**config.mk**
```make
export PLATFORM = sky130hd
export DESIGN_NAME = ahb_ram_arbiter
export DESIGN_NICKNAME = d
export VERILOG_FILES = /design/src/rtl/ahb_ram_arbiter.sv
export SDC_FILE = /design/constraint.sdc
export NUM_CORES = 1
export LEC_CHECK = 0
export ABC_AREA = 1
export BUFFER_PORTS_ARGS = -buffer_cell sky130_fd_sc_hd__buf_2
export CAP_MARGIN = 20
export CORE_AREA = 2 2 156 158
export DETAILED_ROUTE_END_ITERATION = 7
export DIE_AREA = 0 0 158 160
export GPL_TIMING_DRIVEN = 0
export PLACE_DENSITY_LB_ADDON = 0.25
export SYNTH_ARGS = -nofsm -noshare
export SYNTH_HDL_FRONTEND = slang
export SYNTH_SLANG_ARGS = --single-unit
```
**constraint.sdc**
```tcl
create_clock -name clk -period 3 [get_ports clk]
set_input_delay 0.6 -clock clk [delete_from_list [all_inputs] [get_ports clk]]
set_output_delay 0.6 -clock clk [all_outputs]
set_load 0.01 [all_outputs]
```
**src/rtl/ahb_ram_arbiter.sv**
```systemverilog
// Three-master AHB-lite front end for one single-port synchronous SRAM bank.
// SPI has fixed priority; imem and dmem alternate on conflict; losers see wait states.
module ahb_ram_arbiter #(
    parameter int ADDR_W = 12
) (
    input  logic              clk,
    input  logic              reset,
    input  logic              spi_hsel,
    input  logic              imem_hsel,
    input  logic              dmem_hsel,
    input  logic [31:0]       spi_haddr,
    input  logic [31:0]       imem_haddr,
    input  logic [31:0]       dmem_haddr,
    input  logic [1:0]        spi_htrans,
    input  logic [1:0]        imem_htrans,
    input  logic [1:0]        dmem_htrans,
    input  logic              spi_hwrite,
    input  logic              imem_hwrite,
    input  logic              dmem_hwrite,
    input  logic [2:0]        spi_hsize,
    input  logic [2:0]        imem_hsize,
    input  logic [2:0]        dmem_hsize,
    input  logic [31:0]       spi_hwdata,
    input  logic [31:0]       imem_hwdata,
    input  logic [31:0]       dmem_hwdata,
    output logic              spi_hready,
    output logic              imem_hready,
    output logic              dmem_hready,
    output logic              spi_hresp,
    output logic              imem_hresp,
    output logic              dmem_hresp,
    output logic [31:0]       spi_hrdata,
    output logic [31:0]       imem_hrdata,
    output logic [31:0]       dmem_hrdata,
    output logic              ram_en,
    output logic              ram_rwn,
    output logic [ADDR_W-1:0] ram_addr,
    output logic [3:0]        ram_wben,
    output logic [31:0]       ram_wdata,
    input  logic [31:0]       ram_rdata,
    output logic              busy
);

    typedef enum logic [2:0] {
        S_IDLE, S_WR, S_RD_WAIT, S_RD_DONE, S_ERR1, S_ERR2
    } state_t;

    state_t            state, state_next;
    logic [2:0]        owner_oh;
    logic [ADDR_W-1:0] lat_waddr;
    logic [1:0]        lat_boff;
    logic [2:0]        lat_size;
    logic              rr_last;   // 0 = imem granted last, 1 = dmem

    logic [2:0]        req;
    logic [2:0]        gnt_oh;
    logic              can_accept;
    logic [31:0]       sel_addr;
    logic              sel_write;
    logic [2:0]        sel_size;
    logic [31:0]       owner_hwdata;
    logic [3:0]        lane_mask;
    logic [2:0]        hready;
    logic [2:0]        hresp;

    assign req = {dmem_hsel & dmem_htrans[1], imem_hsel & imem_htrans[1], spi_hsel & spi_htrans[1]};
    assign can_accept = !reset && (state == S_IDLE || state == S_WR || state == S_RD_DONE);

    always_comb begin
        gnt_oh = 3'b000;
        if (can_accept) begin
            if (req[0])
                gnt_oh = 3'b001;
            else if (req[1] && req[2])
                gnt_oh = rr_last ? 3'b010 : 3'b100;
            else if (req[1])
                gnt_oh = 3'b010;
            else if (req[2])
                gnt_oh = 3'b100;
        end
    end

    always_comb begin
        sel_addr  = spi_haddr;
        sel_write = spi_hwrite;
        sel_size  = spi_hsize;
        if (gnt_oh[1]) begin
            sel_addr  = imem_haddr;
            sel_write = imem_hwrite;
            sel_size  = imem_hsize;
        end else if (gnt_oh[2]) begin
            sel_addr  = dmem_haddr;
            sel_write = dmem_hwrite;
            sel_size  = dmem_hsize;
        end
    end

    always_ff @(posedge clk) begin
        if (reset) begin
            state     <= S_IDLE;
            owner_oh  <= 3'b000;
            lat_waddr <= '0;
            lat_boff  <= 2'b00;
            lat_size  <= 3'b000;
            rr_last   <= 1'b0;
        end else begin
            state <= state_next;
            if (gnt_oh != 3'b000) begin
                owner_oh  <= gnt_oh;
                lat_waddr <= sel_addr[ADDR_W+1:2];
                lat_boff  <= sel_addr[1:0];
                lat_size  <= sel_size;
                if (!gnt_oh[0])
                    rr_last <= gnt_oh[2];
            end
        end
    end

    always_comb begin
        state_next = S_IDLE;
        case (state)
            S_IDLE, S_WR, S_RD_DONE: begin
                if (gnt_oh != 3'b000) begin
                    if (sel_size > 3'b010)
                        state_next = S_ERR1;
                    else if (sel_write)
                        state_next = S_WR;
                    else
                        state_next = S_RD_WAIT;
                end
            end
            S_RD_WAIT: state_next = S_RD_DONE;
            S_ERR1:    state_next = S_ERR2;
            S_ERR2:    state_next = S_IDLE;
            default:   state_next = S_IDLE;
        endcase
    end

    always_comb begin
        owner_hwdata = spi_hwdata;
        if (owner_oh[1])
            owner_hwdata = imem_hwdata;
        else if (owner_oh[2])
            owner_hwdata = dmem_hwdata;
    end

    always_comb begin
        case (lat_size)
            3'b000:  lane_mask = 4'b0001 << lat_boff;
            3'b001:  lane_mask = lat_boff[1] ? 4'b1100 : 4'b0011;
            3'b010:  lane_mask = 4'b1111;
            default: lane_mask = 4'b0000;
        endcase
    end

    always_comb begin
        ram_en    = 1'b0;
        ram_rwn   = 1'b1;
        ram_addr  = '0;
        ram_wben  = 4'b0000;
        ram_wdata = 32'h0;
        if (!reset) begin
            if (state == S_WR) begin
                ram_en    = 1'b1;
                ram_rwn   = 1'b0;
                ram_addr  = lat_waddr;
                ram_wben  = lane_mask;
                ram_wdata = owner_hwdata;
            end else if (state == S_RD_WAIT) begin
                ram_en   = 1'b1;
                ram_addr = lat_waddr;
            end
        end
    end

    // Handshake: hready=0 holds a master either in its address phase (request
    // present but not granted) or in its data phase (owner in RD_WAIT/ERR1);
    // a request is taken exactly at the edge where it is seen with hready=1.
    always_comb begin
        hready = 3'b111;
        hresp  = 3'b000;
        if (!reset) begin
            hready = ~(req & ~gnt_oh);
            if (state == S_RD_WAIT || state == S_ERR1)
                hready = hready & ~owner_oh;
            if (state == S_ERR1 || state == S_ERR2)
                hresp = owner_oh;
        end
    end

    assign spi_hready  = hready[0];
    assign imem_hready = hready[1];
    assign dmem_hready = hready[2];
    assign spi_hresp   = hresp[0];
    assign imem_hresp  = hresp[1];
    assign dmem_hresp  = hresp[2];
    assign spi_hrdata  = ram_rdata;
    assign imem_hrdata = ram_rdata;
    assign dmem_hrdata = ram_rdata;
    assign busy        = !reset && (state != S_IDLE);

    logic unused_bits;
    assign unused_bits = ^{spi_haddr[31:ADDR_W+2], imem_haddr[31:ADDR_W+2], dmem_haddr[31:ADDR_W+2],
                           spi_htrans[0], imem_htrans[0], dmem_htrans[0]};

endmodule

```
==> results of run 1 <==
## worst register-to-register path, stage by stage, from the launching register on
cell	delay, ps
dfxtp_1	380
nand2_1	150
nand2_4	130
nor2_8	50
nand2_4	160
clkbuf_1	450
nand3_1	130
o21ai_0	130
a21oi_1	100
## per-layer routing
layer	global-route usage [%]	vias up	share of wire, %
li1	-	2209	-
met1	13.5	1850	39
met2	22.2	203	50
met3	3.50	12	10
met4	2.29	2	1.3
met5	0	-	0.073
## repair_timing
| item | CTS | global route |
|---|---|---|
| endpoints found under the setup margin | 1 | 1 |
| cloned | 0 | 0 |
| hold buffers | 0 | 0 |
| gates resized for setup | 1 | 0 |
## power breakdown
part / switching (mW) / internal, mW / leakage [nW] / total, mW
Sequential: 0.0200 / 0.351 / 0.197 / 0.371
Combinational: 0.346 / 0.306 / 2.54 / 0.652
Clock: 0.133 / 0.205 / 0.0442 / 0.338
## how the worst min path moves through the flow
stage,to,depth (start not counted),startpoint
2_1_floorplan,rr_last$_SDFFE_PP0P_,2,rr_last$_SDFFE_PP0P_
3_3_place_gp,lat_waddr[11]$_SDFFE_PP0N_,2,lat_waddr[11]$_SDFFE_PP0N_
3_5_place_dp,lat_waddr[4]$_SDFFE_PP0N_,2,lat_waddr[4]$_SDFFE_PP0N_
4_1_cts,rr_last$_SDFFE_PP0P_,2,rr_last$_SDFFE_PP0P_
5_1_grt,rr_last$_SDFFE_PP0P_,2,rr_last$_SDFFE_PP0P_
6_report,rr_last$_SDFFE_PP0P_,2,rr_last$_SDFFE_PP0P_
## stage by stage
step           hold WS [ps]  instance area [um2]
2_1_floorplan           455                 3070
4_1_cts                 513                 5120
3_3_place_gp            491                 5020
6_report                503                 5120
5_1_grt                 528                 5110
3_5_place_dp            499                 5020
## cells in the final DEF, fill, tap and decap left out
| master | instances |
|---|---|
| nand2_4 | 2 |
| inv_2 | 2 |
| o21bai_1 | 1 |
| nor3_2 | 1 |
| buf_2 | 315 |
| a32oi_1 | 1 |
| a21oi_2 | 1 |
| clkinv_1 | 1 |
| nand2_2 | 2 |
| nor2_8 | 1 |
| a211oi_1 | 7 |
| dfxtp_1 | 24 |
| o21ai_1 | 24 |
| nand2_1 | 119 |
| o31ai_1 | 1 |
| nor3_1 | 3 |
| nor2_4 | 3 |
| nand3_1 | 18 |
| diode_2 | 1 |
| a31oi_1 | 34 |
| inv_1 | 40 |
| or2_1 | 1 |
| clkbuf_1 | 18 |
| nand3_2 | 2 |
| a211oi_2 | 2 |
| and2_1 | 1 |
| buf_4 | 100 |
| o21ai_0 | 38 |
| clkbuf_8 | 1 |
| nor2_1 | 37 |
| a21oi_1 | 21 |
| clkbuf_16 | 3 |
| buf_6 | 2 |
## state kept, by name (all words and copies together) (netlist names)
signal     flops
lat_size       3
rr_last        1
owner_oh       3
lat_boff       2
state          3
lat_waddr     12
## logic make-up after synthesis
group / share of synthesized area (%)
buf+inv: 33.6
flops: 15.7
simple gates: 26.6
compound gates: 24.1
## cell type report
class	count	area [um2]	area share, %
multi-input combinational	320	1560	30.5
inverter	43	161	3.15
buffer	125	866	16.9
timing repair buffer	310	1550	30.3
clock buffer	4	88.8	1.74
antenna	1	2.50	0.0489
tap	324	405	7.92
sequential	24	480	9.39
==> flow_summary.ini, run 1 <==
[yosys]
async_flop_share_pct = 0
yosys.area.top_type = buf_4
synthTopCellsByArea = buf_4 24%, dfxtp_1 16%, nand2_1 15%, a31oi_1 6.9%, o21ai_0 6.2%
postSynthCellCount = 513
synth-main-ff-cell = dfxtp_1
ys_types = 31
yosysTopAreaCellShare_pct = 24.5
netlist_top_cells_count = 119 x nand2_1, 100 x buf_4, 40 x inv_1
synth-edff-count = 0
ys_seq_elements = 24
syn_area_per_cell_um2 = 5.98
syn-num-nets = 760
yosysSeqAreaShare_pct = 15.7
yosys_warnings = 0
synth.most_common_cell = nand2_1
synth.cell_area_um2 = 3070

[placement]
dp_hpwl_mm = 14.1
io_buffers = 310
pre_cts_slack_ps = 284
finalWeightedCongestion = 0.755
dp_cells = 1147

[die]
die_h_um = 160
coreArea_um2 = 23800
start_util_pct = 12.9
row_count = 57
dieArea_um2 = 25300
die_w_um = 158
io_pins = 400

[clocking]
cts-root-buf = clkbuf_16
numCtsBuffers = 3
clock_latency_ps = 270
clkSlewWorstSetupHoldPaths_ps = 70
cts_setup_buffers = 0
max-clock-path-buffers = 2
cts_sinks = 24
cts_max_level = 1
cts_tree = yes

[sta]
rsz0062_at_grt = false
worst_pin_slew_ps = 576
setup_ws_ps = 228
hold_violations = 0
setup_viol_count_final = 0
clock_skew_ps = 6.71
fmax_mhz = 361
finalCritPeriodShare_pct = 92.4
min_period_ps = 2770
tns_ps = 0
slew_violations = 0
relSlewSlack_pct = 61.6

[worst_setup_path]
cp_max_fo = 10
cpMostUsedCell = buf_2
path_delay_family = simple AND/OR/NAND/NOR gates
rr_worst_depth = 8
cp-endpoint = ram_wdata[10]
startpoint_type = register
r2r_end = lat_waddr[7]$_SDFFE_PP0N_
cp_cell_sequence = nor3_2 -> inv_1 -> nor2_4 -> buf_2 -> o21ai_1 -> a31oi_1 -> buf_2
path_buf_inv = 3
cpMaxStageDelayCell = nor3_2
cp.required_ps = 2400
cp_num_cells = 7
arrival_ps = 2170
cp-end-kind = output pin
cp-startpoint = state[2]$_SDFF_PP0_
critPathMaxStageDelay_ps = 390
reg2reg_from = state[1]$_SDFF_PP0_
timing_worst_setup_path_type = reg -> out
reg2reg_slack_ps = 1220

[power]
total_power_mw = 1.36
ir_drop_v = 0.000177
power.density_nw_per_um2 = 266
leakage_nw = 2.78

[layout]
drive_gt1_share_pct = 52.9
utilization_pct = 21.5
nFillCells = 2839
area_growth_pct = 66.8
fin_cells = 1151
final_nets = 1074

[global_routing]
grt_pass1_wl_mm = 23.1
grt_use_total_pct = 12.0
grt_max_degree = 14
antenna_found_initial = 2
first_global_vias = 4009
gr-total-overflow = 0

[route]
wire_per_inst_um = 14.2
routed_via_density = 3.72
drt-initial-drc-count = 179
drc_errors = 0
vias = 4276
ant_nets = 0
drt-pass1-iter-count = 6
wl_mm = 16.4

[flow_run]
timing.max_cap.violations = 0

[min_path]
hp-class = reg -> reg

[status]
status = finished clean
Note: power is estimated with default switching activity, not from simulation.
==> run 2, diff against run 1 <==
- CTS_BUF_LIST: default -> sky130_fd_sc_hd__clkbuf_4
==> flow_summary.ini, run 2 (same netlist as run 1, synthesis figures left out) <==
[route]
drc_errors = 0
routed_via_density = 3.72
drt-initial-drc-count = 183
top_layer_used = met5
drt-pass1-iter-count = 6
wl_mm = 16.3
wl_met2_mm = 8.20
vias = 4279
wl_met1_mm = 6.34
wire_per_inst_um = 14.2
ant_nets = 0
wl_met3_mm = 1.64

[placement]
io_buffers = 310
dp_hpwl_mm = 14.1
pre_cts_slack_ps = 284
dp_cells = 1147
finalWeightedCongestion = 0.755

[global_routing]
grt_max_degree = 14
grt_use_total_pct = 11.9
first_global_vias = 4024
grt_pass1_wl_mm = 23.0
gr-total-overflow = 0
antenna_found_initial = 2

[layout]
final_nets = 1074
largest_register_ffs = 12
regMostFlops = lat_waddr
area_growth_pct = 65.0
layout_common_cells = 315 x buf_2, 119 x nand2_1, 100 x buf_4, 40 x inv_1, 38 x o21ai_0
multi_input_area_um2 = 1570
fin_cells = 1151
drive_gt1_share_pct = 52.9
nFillCells = 2847
utilization_pct = 21.2
ff_latch_area_um2 = 480
final_common_cell = buf_2

[worst_setup_path]
cpMostUsedCell = buf_2
cp-end-kind = output pin
cp_cell_sequence = nor3_4 -> inv_1 -> nor2_4 -> buf_2 -> o21ai_1 -> a31oi_1 -> buf_2
arrival_ps = 2150
cp_max_fo = 10
cpMaxStageDelayCell = dfxtp_1
critPathMaxStageDelay_ps = 420
path_buf_inv = 3
timing_worst_setup_path_type = reg -> out
path_delay_family = buffers and inverters
cp.required_ps = 2400
startpoint_type = register

[clocking]
clkSlewWorstSetupHoldPaths_ps = 160
cts_max_level = 1
max-clock-path-buffers = 2
clock_latency_ps = 340
numCtsBuffers = 3
cts_sinks = 24
cts-root-buf = clkbuf_4
cts_tree = yes

[power]
leakage_nw = 2.75
total_power_mw = 1.19
power.density_nw_per_um2 = 235
ir_drop_v = 0.000122

[die]
coreArea_um2 = 23800
dieArea_um2 = 25300
row_count = 57
io_pins = 400
die_h_um = 160
die_w_um = 158
start_util_pct = 12.9

[sta]
slew_violations = 0
min_period_ps = 2750
worst_pin_slew_ps = 574
setup_ws_ps = 245
finalCritPeriodShare_pct = 91.8
tns_ps = 0
rsz0062_at_grt = false
hold_violations = 0
fmax_mhz = 363
clock_skew_ps = 14.0
relSlewSlack_pct = 61.8
setup_viol_count_final = 0

[flow_run]
timing.max_cap.violations = 0

[status]
status = finished clean

[min_path]
hp-class = in -> reg
==> run 2: cell types whose count changed in the layout (fill, tap and decap cells not counted), sizes merged <==
cell    delta
clkinv     +1
clkbuf     -1
==> run 2: final timing paths <==
check	from	end	slack, ps	cells after the start
max	state[2]$_SDFF_PP0_	ram_wdata[10]	250	7
min	imem_haddr[2]	lat_waddr[0]$_SDFFE_PP0N_	490	3
max reg2reg	state[1]$_SDFF_PP0_	lat_waddr[7]$_SDFFE_PP0N_	1190	8
min reg2reg	rr_last$_SDFFE_PP0P_	rr_last$_SDFFE_PP0P_	510	2
==> run 2: power breakdown <==
group	total, mW	switching, mW	leakage [nW]	internal [mW]
Combinational	0.654	0.347	2.54	0.307
Clock	0.165	0.116	0.0154	0.0489
Sequential	0.372	0.0208	0.197	0.351
Total	1.19	0.483	2.75	0.707
==> run 2: metrics by stage <==
stage,hold slack [ps],area (um2)
after floorplan,455,3070
after global placement,491,5020
after detailed placement,499,5020
after CTS,488,5050
after global routing,495,5060
final,488,5060
==> run 2: layout make-up <==
type / count / share of cell area, %
diodes: 1 / 0.0494
clock buffers: 3 / 0.445
inverters: 43 / 3.19
plain buffers: 125 / 17.1
repair buffers: 310 / 30.7
flip-flops and latches: 24 / 9.49
multi-input cells: 320 / 31.0
well taps: 324 / 8.01
clock inverters: 1 / 0.0742
==> run 2: repair_timing <==
action	CTS	global route
cloned	0	0
gates resized for setup	1	3
hold buffers	0	0
buffers inserted	0	0
hold endpoints to repair	0	0
endpoints found under the setup margin	26	19
==> run 2: per-layer routing <==
layer	track usage, %	vias up
li1	-	2207
met1	13.6	1860
met2	22.2	200
met3	3.42	10
met4	2.05	2
met5	0	-
==> run 2: worst reg2reg max path: stages (launching register included) <==
cell and delay, ps:
dfxtp_1 440, nand2_1 160, nand2_4 130, nor2_8 50, nand2_4 160, clkbuf_1 450, nand3_1 130, o21ai_0 130
a21oi_1 100
